<file path="config.mk">
export PLATFORM = sky130hd
export DESIGN_NAME = ram_arbiter_flat
export DESIGN_NICKNAME = d
export VERILOG_FILES = /design/src/rtl/ram_arbiter_if.sv /design/src/rtl/ram_arbiter.sv /design/src/flat_wrapper.sv
export SDC_FILE = /design/constraint.sdc
export NUM_CORES = 1
export LEC_CHECK = 0
export CAP_MARGIN = 40
export CELL_PAD_IN_SITES_DETAIL_PLACEMENT = 0
export CELL_PAD_IN_SITES_GLOBAL_PLACEMENT = 1
export CORE_ASPECT_RATIO = 0.7
export CORE_MARGIN = 8
export CORE_UTILIZATION = 34
export CTS_BUF_LIST = sky130_fd_sc_hd__clkbuf_4
export DETAILED_ROUTE_END_ITERATION = 16
export PLACE_DENSITY_LB_ADDON = 0.1
export SLEW_MARGIN = 20
export SYNTH_ARGS = -nofsm -noshare
export SYNTH_HDL_FRONTEND = slang
export SYNTH_SLANG_ARGS = --single-unit
</file>
<file path="constraint.sdc">
create_clock -name c -period 1.9 [get_ports c]
set_input_delay 0.57 -clock c [delete_from_list [all_inputs] [get_ports c]]
set_output_delay 0.57 -clock c [all_outputs]
set_load 0.02 [all_outputs]
</file>
<file path="src/rtl/ram_arbiter_if.sv">
// ram_arbiter_if
//   Bundles the two requester command/response channels and the RAM strobe
//   bus shared by ram_arbiter.
//   Requester A/B: req, we, addr, wdata (to arbiter); gnt, done, rdata (back).
//   RAM side: cs, w, oe, add, i (to RAM); o (read data from RAM).
//   Modport slave is the arbiter's view; modport master is the view of the
//   environment (requesters plus RAM).
interface ram_arbiter_if #(
    parameter int DW = 8,
    parameter int AW = 3
);
    logic          a_req;
    logic          a_we;
    logic [AW-1:0] a_addr;
    logic [DW-1:0] a_wdata;
    logic          a_gnt;
    logic          a_done;
    logic [DW-1:0] a_rdata;

    logic          b_req;
    logic          b_we;
    logic [AW-1:0] b_addr;
    logic [DW-1:0] b_wdata;
    logic          b_gnt;
    logic          b_done;
    logic [DW-1:0] b_rdata;

    logic          ram_cs;
    logic          ram_w;
    logic          ram_oe;
    logic [AW-1:0] ram_add;
    logic [DW-1:0] ram_i;
    logic [DW-1:0] ram_o;

    modport slave (
        input  a_req, a_we, a_addr, a_wdata,
        output a_gnt, a_done, a_rdata,
        input  b_req, b_we, b_addr, b_wdata,
        output b_gnt, b_done, b_rdata,
        output ram_cs, ram_w, ram_oe, ram_add, ram_i,
        input  ram_o
    );

    modport master (
        output a_req, a_we, a_addr, a_wdata,
        input  a_gnt, a_done, a_rdata,
        output b_req, b_we, b_addr, b_wdata,
        input  b_gnt, b_done, b_rdata,
        input  ram_cs, ram_w, ram_oe, ram_add, ram_i,
        output ram_o
    );
endinterface

</file>
<file path="src/rtl/ram_arbiter.sv">
// ram_arbiter
//   Round-robin arbiter/sequencer sharing one single-port synchronous RAM
//   (registered read data, output enable) between requesters A and B.
//   One command is latched per grant; writes take ACCESS only, reads take
//   ACCESS then CAPTURE. A completion pulse (done) returns to the owner in the
//   IDLE cycle that follows, together with read data for reads.
// Ports
//   c    : clock, all logic on posedge
//   rst  : synchronous active-high reset
//   bus  : ram_arbiter_if.slave -- requester A/B channels and RAM strobes
// All outputs are registered; they are computed from the next state.
module ram_arbiter #(
    parameter int DW = 8,
    parameter int AW = 3
) (
    input  logic           c,
    input  logic           rst,
    ram_arbiter_if.slave   bus
);

    typedef enum logic [1:0] {
        IDLE    = 2'd0,
        ACCESS  = 2'd1,
        CAPTURE = 2'd2
    } state_t;

    state_t        state_q, state_d;
    logic          last_b_q, last_b_d;   // 1: B was served last
    logic          owner_q, owner_d;     // 0: A, 1: B
    logic          we_q, we_d;

    logic          a_gnt_q, a_gnt_d;
    logic          b_gnt_q, b_gnt_d;
    logic          a_done_q, a_done_d;
    logic          b_done_q, b_done_d;
    logic [DW-1:0] a_rdata_q, a_rdata_d;
    logic [DW-1:0] b_rdata_q, b_rdata_d;

    logic          ram_cs_q, ram_cs_d;
    logic          ram_w_q, ram_w_d;
    logic          ram_oe_q, ram_oe_d;
    logic [AW-1:0] ram_add_q, ram_add_d;
    logic [DW-1:0] ram_i_q, ram_i_d;

    logic          pick_b;

    // B wins when it is the only requester, or on a tie when A was served last.
    assign pick_b = bus.b_req & (~bus.a_req | ~last_b_q);

    always_comb begin
        state_d   = state_q;
        last_b_d  = last_b_q;
        owner_d   = owner_q;
        we_d      = we_q;
        a_gnt_d   = 1'b0;
        b_gnt_d   = 1'b0;
        a_done_d  = 1'b0;
        b_done_d  = 1'b0;
        a_rdata_d = a_rdata_q;
        b_rdata_d = b_rdata_q;
        ram_cs_d  = 1'b0;
        ram_w_d   = 1'b0;
        ram_oe_d  = 1'b0;
        ram_add_d = ram_add_q;
        ram_i_d   = ram_i_q;

        unique case (state_q)
            IDLE: begin
                if (bus.a_req || bus.b_req) begin
                    owner_d  = pick_b;
                    last_b_d = pick_b;
                    a_gnt_d  = ~pick_b;
                    b_gnt_d  = pick_b;
                    we_d     = pick_b ? bus.b_we : bus.a_we;
                    // Address/data go straight into the RAM-facing registers so
                    // they are already on the bus during the ACCESS cycle.
                    ram_add_d = pick_b ? bus.b_addr : bus.a_addr;
                    if (we_d) begin
                        ram_i_d = pick_b ? bus.b_wdata : bus.a_wdata;
                    end
                    ram_cs_d = 1'b1;
                    ram_w_d  = we_d;
                    state_d  = ACCESS;
                end
            end
            ACCESS: begin
                if (we_q) begin
                    // RAM commits at the end of ACCESS; report completion next.
                    a_done_d = ~owner_q;
                    b_done_d = owner_q;
                    state_d  = IDLE;
                end else begin
                    // RAM registered mem[addr]; enable its output for one cycle.
                    ram_cs_d = 1'b1;
                    ram_oe_d = 1'b1;
                    state_d  = CAPTURE;
                end
            end
            CAPTURE: begin
                if (owner_q) begin
                    b_rdata_d = bus.ram_o;
                    b_done_d  = 1'b1;
                end else begin
                    a_rdata_d = bus.ram_o;
                    a_done_d  = 1'b1;
                end
                state_d = IDLE;
            end
            default: begin
                state_d = IDLE;
            end
        endcase
    end

    always_ff @(posedge c) begin
        if (rst) begin
            state_q   <= IDLE;
            last_b_q  <= 1'b1;
            owner_q   <= 1'b0;
            we_q      <= 1'b0;
            a_gnt_q   <= 1'b0;
            b_gnt_q   <= 1'b0;
            a_done_q  <= 1'b0;
            b_done_q  <= 1'b0;
            a_rdata_q <= '0;
            b_rdata_q <= '0;
            ram_cs_q  <= 1'b0;
            ram_w_q   <= 1'b0;
            ram_oe_q  <= 1'b0;
            ram_add_q <= '0;
            ram_i_q   <= '0;
        end else begin
            state_q   <= state_d;
            last_b_q  <= last_b_d;
            owner_q   <= owner_d;
            we_q      <= we_d;
            a_gnt_q   <= a_gnt_d;
            b_gnt_q   <= b_gnt_d;
            a_done_q  <= a_done_d;
            b_done_q  <= b_done_d;
            a_rdata_q <= a_rdata_d;
            b_rdata_q <= b_rdata_d;
            ram_cs_q  <= ram_cs_d;
            ram_w_q   <= ram_w_d;
            ram_oe_q  <= ram_oe_d;
            ram_add_q <= ram_add_d;
            ram_i_q   <= ram_i_d;
        end
    end

    assign bus.a_gnt   = a_gnt_q;
    assign bus.b_gnt   = b_gnt_q;
    assign bus.a_done  = a_done_q;
    assign bus.b_done  = b_done_q;
    assign bus.a_rdata = a_rdata_q;
    assign bus.b_rdata = b_rdata_q;
    assign bus.ram_cs  = ram_cs_q;
    assign bus.ram_w   = ram_w_q;
    assign bus.ram_oe  = ram_oe_q;
    assign bus.ram_add = ram_add_q;
    assign bus.ram_i   = ram_i_q;

endmodule

</file>
<file path="src/flat_wrapper.sv">
// flat-port wrapper written by rule: the top's interface ports become plain ports
module ram_arbiter_flat 
#(
    parameter int DW = 8,
    parameter int AW = 3
)
  (c, rst, bus_a_req, bus_a_we, bus_a_addr, bus_a_wdata, bus_a_gnt, bus_a_done, bus_a_rdata, bus_b_req, bus_b_we, bus_b_addr, bus_b_wdata, bus_b_gnt, bus_b_done, bus_b_rdata, bus_ram_cs, bus_ram_w, bus_ram_oe, bus_ram_add, bus_ram_i, bus_ram_o);
  ram_arbiter_if #(.DW(DW), .AW(AW)) bus_i ();
  input  logic c;
  input  logic rst;
  input wire logic [$bits(bus_i.a_req)-1:0] bus_a_req;
  input wire logic [$bits(bus_i.a_we)-1:0] bus_a_we;
  input wire logic [$bits(bus_i.a_addr)-1:0] bus_a_addr;
  input wire logic [$bits(bus_i.a_wdata)-1:0] bus_a_wdata;
  output wire logic [$bits(bus_i.a_gnt)-1:0] bus_a_gnt;
  output wire logic [$bits(bus_i.a_done)-1:0] bus_a_done;
  output wire logic [$bits(bus_i.a_rdata)-1:0] bus_a_rdata;
  input wire logic [$bits(bus_i.b_req)-1:0] bus_b_req;
  input wire logic [$bits(bus_i.b_we)-1:0] bus_b_we;
  input wire logic [$bits(bus_i.b_addr)-1:0] bus_b_addr;
  input wire logic [$bits(bus_i.b_wdata)-1:0] bus_b_wdata;
  output wire logic [$bits(bus_i.b_gnt)-1:0] bus_b_gnt;
  output wire logic [$bits(bus_i.b_done)-1:0] bus_b_done;
  output wire logic [$bits(bus_i.b_rdata)-1:0] bus_b_rdata;
  output wire logic [$bits(bus_i.ram_cs)-1:0] bus_ram_cs;
  output wire logic [$bits(bus_i.ram_w)-1:0] bus_ram_w;
  output wire logic [$bits(bus_i.ram_oe)-1:0] bus_ram_oe;
  output wire logic [$bits(bus_i.ram_add)-1:0] bus_ram_add;
  output wire logic [$bits(bus_i.ram_i)-1:0] bus_ram_i;
  input wire logic [$bits(bus_i.ram_o)-1:0] bus_ram_o;
  assign bus_i.a_req = bus_a_req;
  assign bus_i.a_we = bus_a_we;
  assign bus_i.a_addr = bus_a_addr;
  assign bus_i.a_wdata = bus_a_wdata;
  assign bus_a_gnt = bus_i.a_gnt;
  assign bus_a_done = bus_i.a_done;
  assign bus_a_rdata = bus_i.a_rdata;
  assign bus_i.b_req = bus_b_req;
  assign bus_i.b_we = bus_b_we;
  assign bus_i.b_addr = bus_b_addr;
  assign bus_i.b_wdata = bus_b_wdata;
  assign bus_b_gnt = bus_i.b_gnt;
  assign bus_b_done = bus_i.b_done;
  assign bus_b_rdata = bus_i.b_rdata;
  assign bus_ram_cs = bus_i.ram_cs;
  assign bus_ram_w = bus_i.ram_w;
  assign bus_ram_oe = bus_i.ram_oe;
  assign bus_ram_add = bus_i.ram_add;
  assign bus_ram_i = bus_i.ram_i;
  assign bus_i.ram_o = bus_ram_o;
  ram_arbiter #(.DW(DW), .AW(AW)) u_core (.c(c), .rst(rst), .bus(bus_i));
endmodule
</file>
* After elaboration in Yosys (flattened, before gate mapping) *
Index checks and enable logic that the tools add are counted.

word-level totals
  flip-flop bits (word level) = 39
  bits in latches = 0
  memory bits (writable) = 0
  ROM bits = 0
  input port bits = 36
  output and inout port bits = 34
  logic and storage cells = 50
  memories = 0

operators by class
  add/subtract/negate cells = 0
  $mul = 0
  divide/modulo/power cells = 0
  magnitude comparators = 0
  equality and inequality tests = 3
  shift operators = 0
  mux-type cells = 15
  bitwise gates (word level) = 9
  reduce and logical (&&, ||, !) cells = 8

operators with widths
  kind                number
  $mux 8              1
  $mux 1              7
  $not 1->1           7
  $pmux 1 s2          3
  $reduce_and 2->1    3
  $mux 2              2
  $pmux 2 s2          1
  $mux 3              1
  $reduce_and 3->1    1
  $reduce_or 3->1     1
  $eq 2x1->1 const B  1
  $eq 2x2->1 const B  1
  $logic_not 2->1     1
  $ne 2x1->1 const B  1
  $reduce_or 2->1     1
  $and 1x1->1         1
  $logic_or 1x1->1    1
  $or 1x1->1          1

* Depth between registers and ports, before layout *
Gate-level depths: netlist of run 1.

  depth in word-level cells = 5
  depth in mapped cells = 7
  mapped depth without buffers = 6

* Worst setup path before layout of run 1 *
No wires, ideal clock.

  path type = input-to-reg
  from = in bus_b_req
  to = reg u_core.ram_i_q[0] (netlist: u_core.bus.ram_i[0])
  setup time = 79 ps
  arrival = 1388 ps
  setup slack = 433 ps
  stages = 5
  cell sequence = a21boi_4 > a32o_2 > and2_1 > buf_6 > a211oi_2

between the ends
  longest elaborated chain between the ends = 3

ends and longest elaborated chain
  element                     line                source
  from (decl)                 flat_wrapper.sv:18  input wire logic [$bits(bus_i.b_req)-1:0] bus_b_req;
  $and 1x1->1                 ram_arbiter.sv:48   assign pick_b = bus.b_req & (~bus.a_req | ~last_b_q);
  $mux 1                      ram_arbiter.sv:74   we_d = pick_b ? bus.b_we : bus.a_we;
  $reduce_and 3->1 (no line)  n/a
  to (signal assigned)        ram_arbiter.sv:147  ram_i_q <= ram_i_d;
  to (decl)                   ram_arbiter.sv:43   logic [DW-1:0] ram_i_q, ram_i_d;

Parallel ways exist; a longest one is shown, timed or not.
A chain may end at the register's enable or synchronous reset.

* Worst setup path after layout of run 1 *
  from = reg u_core.ram_oe_q (netlist: u_core.bus.ram_oe)
  to = out bus_ram_oe

RTL lines
  element                 line                source
  from (decl)             ram_arbiter.sv:41   logic ram_oe_q, ram_oe_d;
  from (signal assigned)  ram_arbiter.sv:145  ram_oe_q <= ram_oe_d;
  to (decl)               flat_wrapper.sv:27  output wire logic [$bits(bus_i.ram_oe)-1:0] bus_ram_oe;

No word-level cell between the ends.

==> results of run 1 <==
[kinds of logic (layout without fill, tap and decap cells)]
group                      count (synthesis)  after routing  synth area share (%)
buffers and inverters                     14             90                  4.74
AOI/OAI and AO/OA                         40             40                  17.9
DFF                                       39             39                  48.5
adders and majority gates                  4              4                  3.11
muxes                                     19             19                  11.8
and+or+nand+nor                           47             47                  14.0
[per-layer routing]
metal | vias up | GRT usage (%) | share of wire, %
li1 | 722 | - | -
met1 | 671 | 16.8 | 51
met2 | 37 | 19.6 | 43
met3 | 4 | 4.45 | 5.2
met4 | 0 | 4.06 | 0.76
met5 | - | 0 | 0
[state kept, by name (all words and copies together), names as in the netlist]
| register | cells |
|---|---|
| u_core.owner_q | 1 |
| u_core.bus.ram_add | 3 |
| u_core.bus.a_rdata | 8 |
| u_core.bus.ram_i | 8 |
| u_core.we_q | 1 |
| u_core.bus.b_done | 1 |
| u_core.bus.b_gnt | 1 |
| u_core.last_b_q | 1 |
| u_core.bus.ram_w | 1 |
| u_core.bus.b_rdata | 8 |
| u_core.state_q | 2 |
| u_core.bus.ram_oe | 1 |
| u_core.bus.a_done | 1 |
| u_core.bus.ram_cs | 1 |
| u_core.bus.a_gnt | 1 |
[synth_stat cells]
library cell and instances:
a32o_2 1, o21ai_0 2, nor2_1 14, mux2i_1 19, and3b_1 1, nand3_1 8
inv_1 2, a31oi_1 2, a22oi_1 2, buf_1 1, buf_2 4, nand2b_1 3
o21ai_1 3, buf_4 1, nor4b_1 1, or2_2 2, a21oi_1 21, and2_1 1
nor4bb_1 1, nand2_1 13, a211oi_2 8, clkbuf_1 4, ha_1 4, nor2b_1 3
buf_6 2, dfxtp_1 39, a21boi_4 1
[what timing repair did]
action	in CTS	in global routing
endpoints found under the hold margin	0	0
resized for setup	3	26
setup endpoints to repair	3	26
[per-stage QoR]
stage	area [um^2]	instances
2_1_floorplan	1610	163
3_3_place_gp	2400	288
5_1_grt	2520	296
6_report	2520	296
4_1_cts	2450	296
3_5_place_dp	2400	288
[final timing paths]
kind | from | end | cells past startpoint
min reg2reg | u_core.bus.ram_add[2]$_SDFFE_PP0P_ | u_core.bus.ram_add[2]$_SDFFE_PP0P_ | 2
max | u_core.bus.ram_oe$_SDFF_PP0_ | bus_ram_oe | 1
min | u_core.bus.ram_add[2]$_SDFFE_PP0P_ | u_core.bus.ram_add[2]$_SDFFE_PP0P_ | 2
max reg2reg | u_core.state_q[0]$_SDFFE_PP0P_ | u_core.bus.ram_i[1]$_SDFFE_PP0P_ | 4
[where the power goes]
| group | total, W | switching, W | internal (W) |
|---|---|---|---|
| Clock | 0.000435 | 0.000262 | 0.000173 |
| Sequential | 0.000909 | 0.0000357 | 0.000873 |
| Combinational | 0.000473 | 0.000232 | 0.000241 |
[area by class of cell]
type / count / area share, %
repair buffers: 80 / 33.6
flip-flops and latches: 39 / 31.0
multi-input cells: 110 / 29.9
well taps: 57 / 2.83
clock buffers: 7 / 2.09
inverters: 2 / 0.298
clock inverters: 1 / 0.199
[worst reg2reg max path, delay by kind of cell, from the launching register on]
| family | cells | cell delay [ps] |
|---|---|---|
| adders and majority gates | 1 | 460 |
| buffers and inverters | 1 | 110 |
| and+or+nand+nor | 1 | 510 |
| DFF | 1 | 350 |
| AOI/OAI and AO/OA | 1 | 130 |
==> flow_summary.toml, run 1 <==
[setup_path]
cp.required_ps = 1330
path_delay_family = "buffers and inverters"
crit_slowest_cell = "clkdlybuf4s50_1"
endpoint_kind = "primary output"
reg2reg_setup_slack_ps = 200
crit_chain = "clkdlybuf4s50_1"
crit_arrival_ps = 1280
worstSetupPathType = "reg2out"
path_max_fanout = 1
max_stage_delay_ps = 600
cp-start-kind = "flop"
crit_buf_inv = 1

[timing]
min_period_ps = 1850
finalSetupTns_ps = 0
rsz0062_at_grt = "no"
maxSlewHeadroom_pct = 68.3
fmax_mhz = 541
hold_viol = 0
setup_ws_ps = 51.8
setup_viol = 0
finalMaxSlewViolations = 0
worstMarginPinSlew_ps = 475
fin_skew_ps = 14.2
period_share_pct = 97.3
hold_slack_ps = 452

[clock_tree]
h-tree-depth = 2
cts_root_buffer = "clkbuf_4"
clkTransAtPathRegs_ps = 120
clkSinkCount = 39
clk_latency_ps = 340
cts.path.max_buffers = 2
post_cts_buffers = 0
hold_buffers = 0
cts_buffers = 5
cts_tree = "yes"

[detailed_routing]
wl_um = 4640
wl_per_cell_um = 15.7
vias = 1434
drtIter0Drc = 33
ant_nets = 0
drc = 0
drt-pass1-iter-count = 4
vias_per_cell = 4.84

[grt]
grt_pass1_vias = 1407
overflow = 0
grt_max_degree = 34
grt_usage_pct = 12.9
grt_pass1_wl_um = 7370
antenna_found_initial = 0

[power_and_ir_drop]
power_density_nw_per_um2 = 722
p_leak_nw = 1.37
vdd_ir_drop_max_mv = 0.350
power_w = 0.00182

[die]
dieWidth_um = 98.3
start_util_pct = 34.4
die_area_um2 = 7230
core_um2 = 4680
io-pin-count = 70
num_rows = 21
dieHeight_um = 73.6

[final_layout]
final_cell_mix = "clkdlybuf4s50_1, dfxtp_1, dlymetal6s2s_1"
fillers = 440
nNetsFinal = 278
fin_util_pct = 53.8
multi_input_area_um2 = 753
n_antenna_cell = 0
seq_area_um2 = 781
drive_gt1_share_pct = 13.0
syn_to_final_growth_pct = 56.3
layout_commonest_cell = "clkdlybuf4s50_1"

[synth]
synth_cell_types = 27
yosys-top-cells-area = "dfxtp_1, mux2i_1, a21oi_1, a211oi_2, nor2_1"
synthCells = 163
syn_area_um2 = 1610
synth_top_area_cell = "dfxtp_1"
ys_seq_area_share_pct = 48.5
synth_top_area_share_pct = 48.5
synth_area_per_cell_um2 = 9.88
ys_warn_count = 0
syn_nets = 203
ys_seq_elements = 39

[outcome]
status = "finished clean"

[flow_run]
maxCapViolCount = 0

[place]
port_buffers = 69
hpwlAfterDp_um = 3560
gp_congestion = 0.786
pre_cts_slack_ps = -266

[hold_path]
hp-class = "reg2reg"
(Power assumes the default switching activity.)
==> run 2: changes to the inputs <==
--- a/config.mk
+++ b/config.mk
@@ -12,6 +12,7 @@
 export CORE_MARGIN = 8
 export CORE_UTILIZATION = 34
 export CTS_BUF_LIST = sky130_fd_sc_hd__clkbuf_4
+export CTS_CLUSTER_SIZE = 8
 export DETAILED_ROUTE_END_ITERATION = 16
 export PLACE_DENSITY_LB_ADDON = 0.1
 export SLEW_MARGIN = 20
==> results of run 2 <==
Final layout, timing and power as in run 1 (identical DEF).
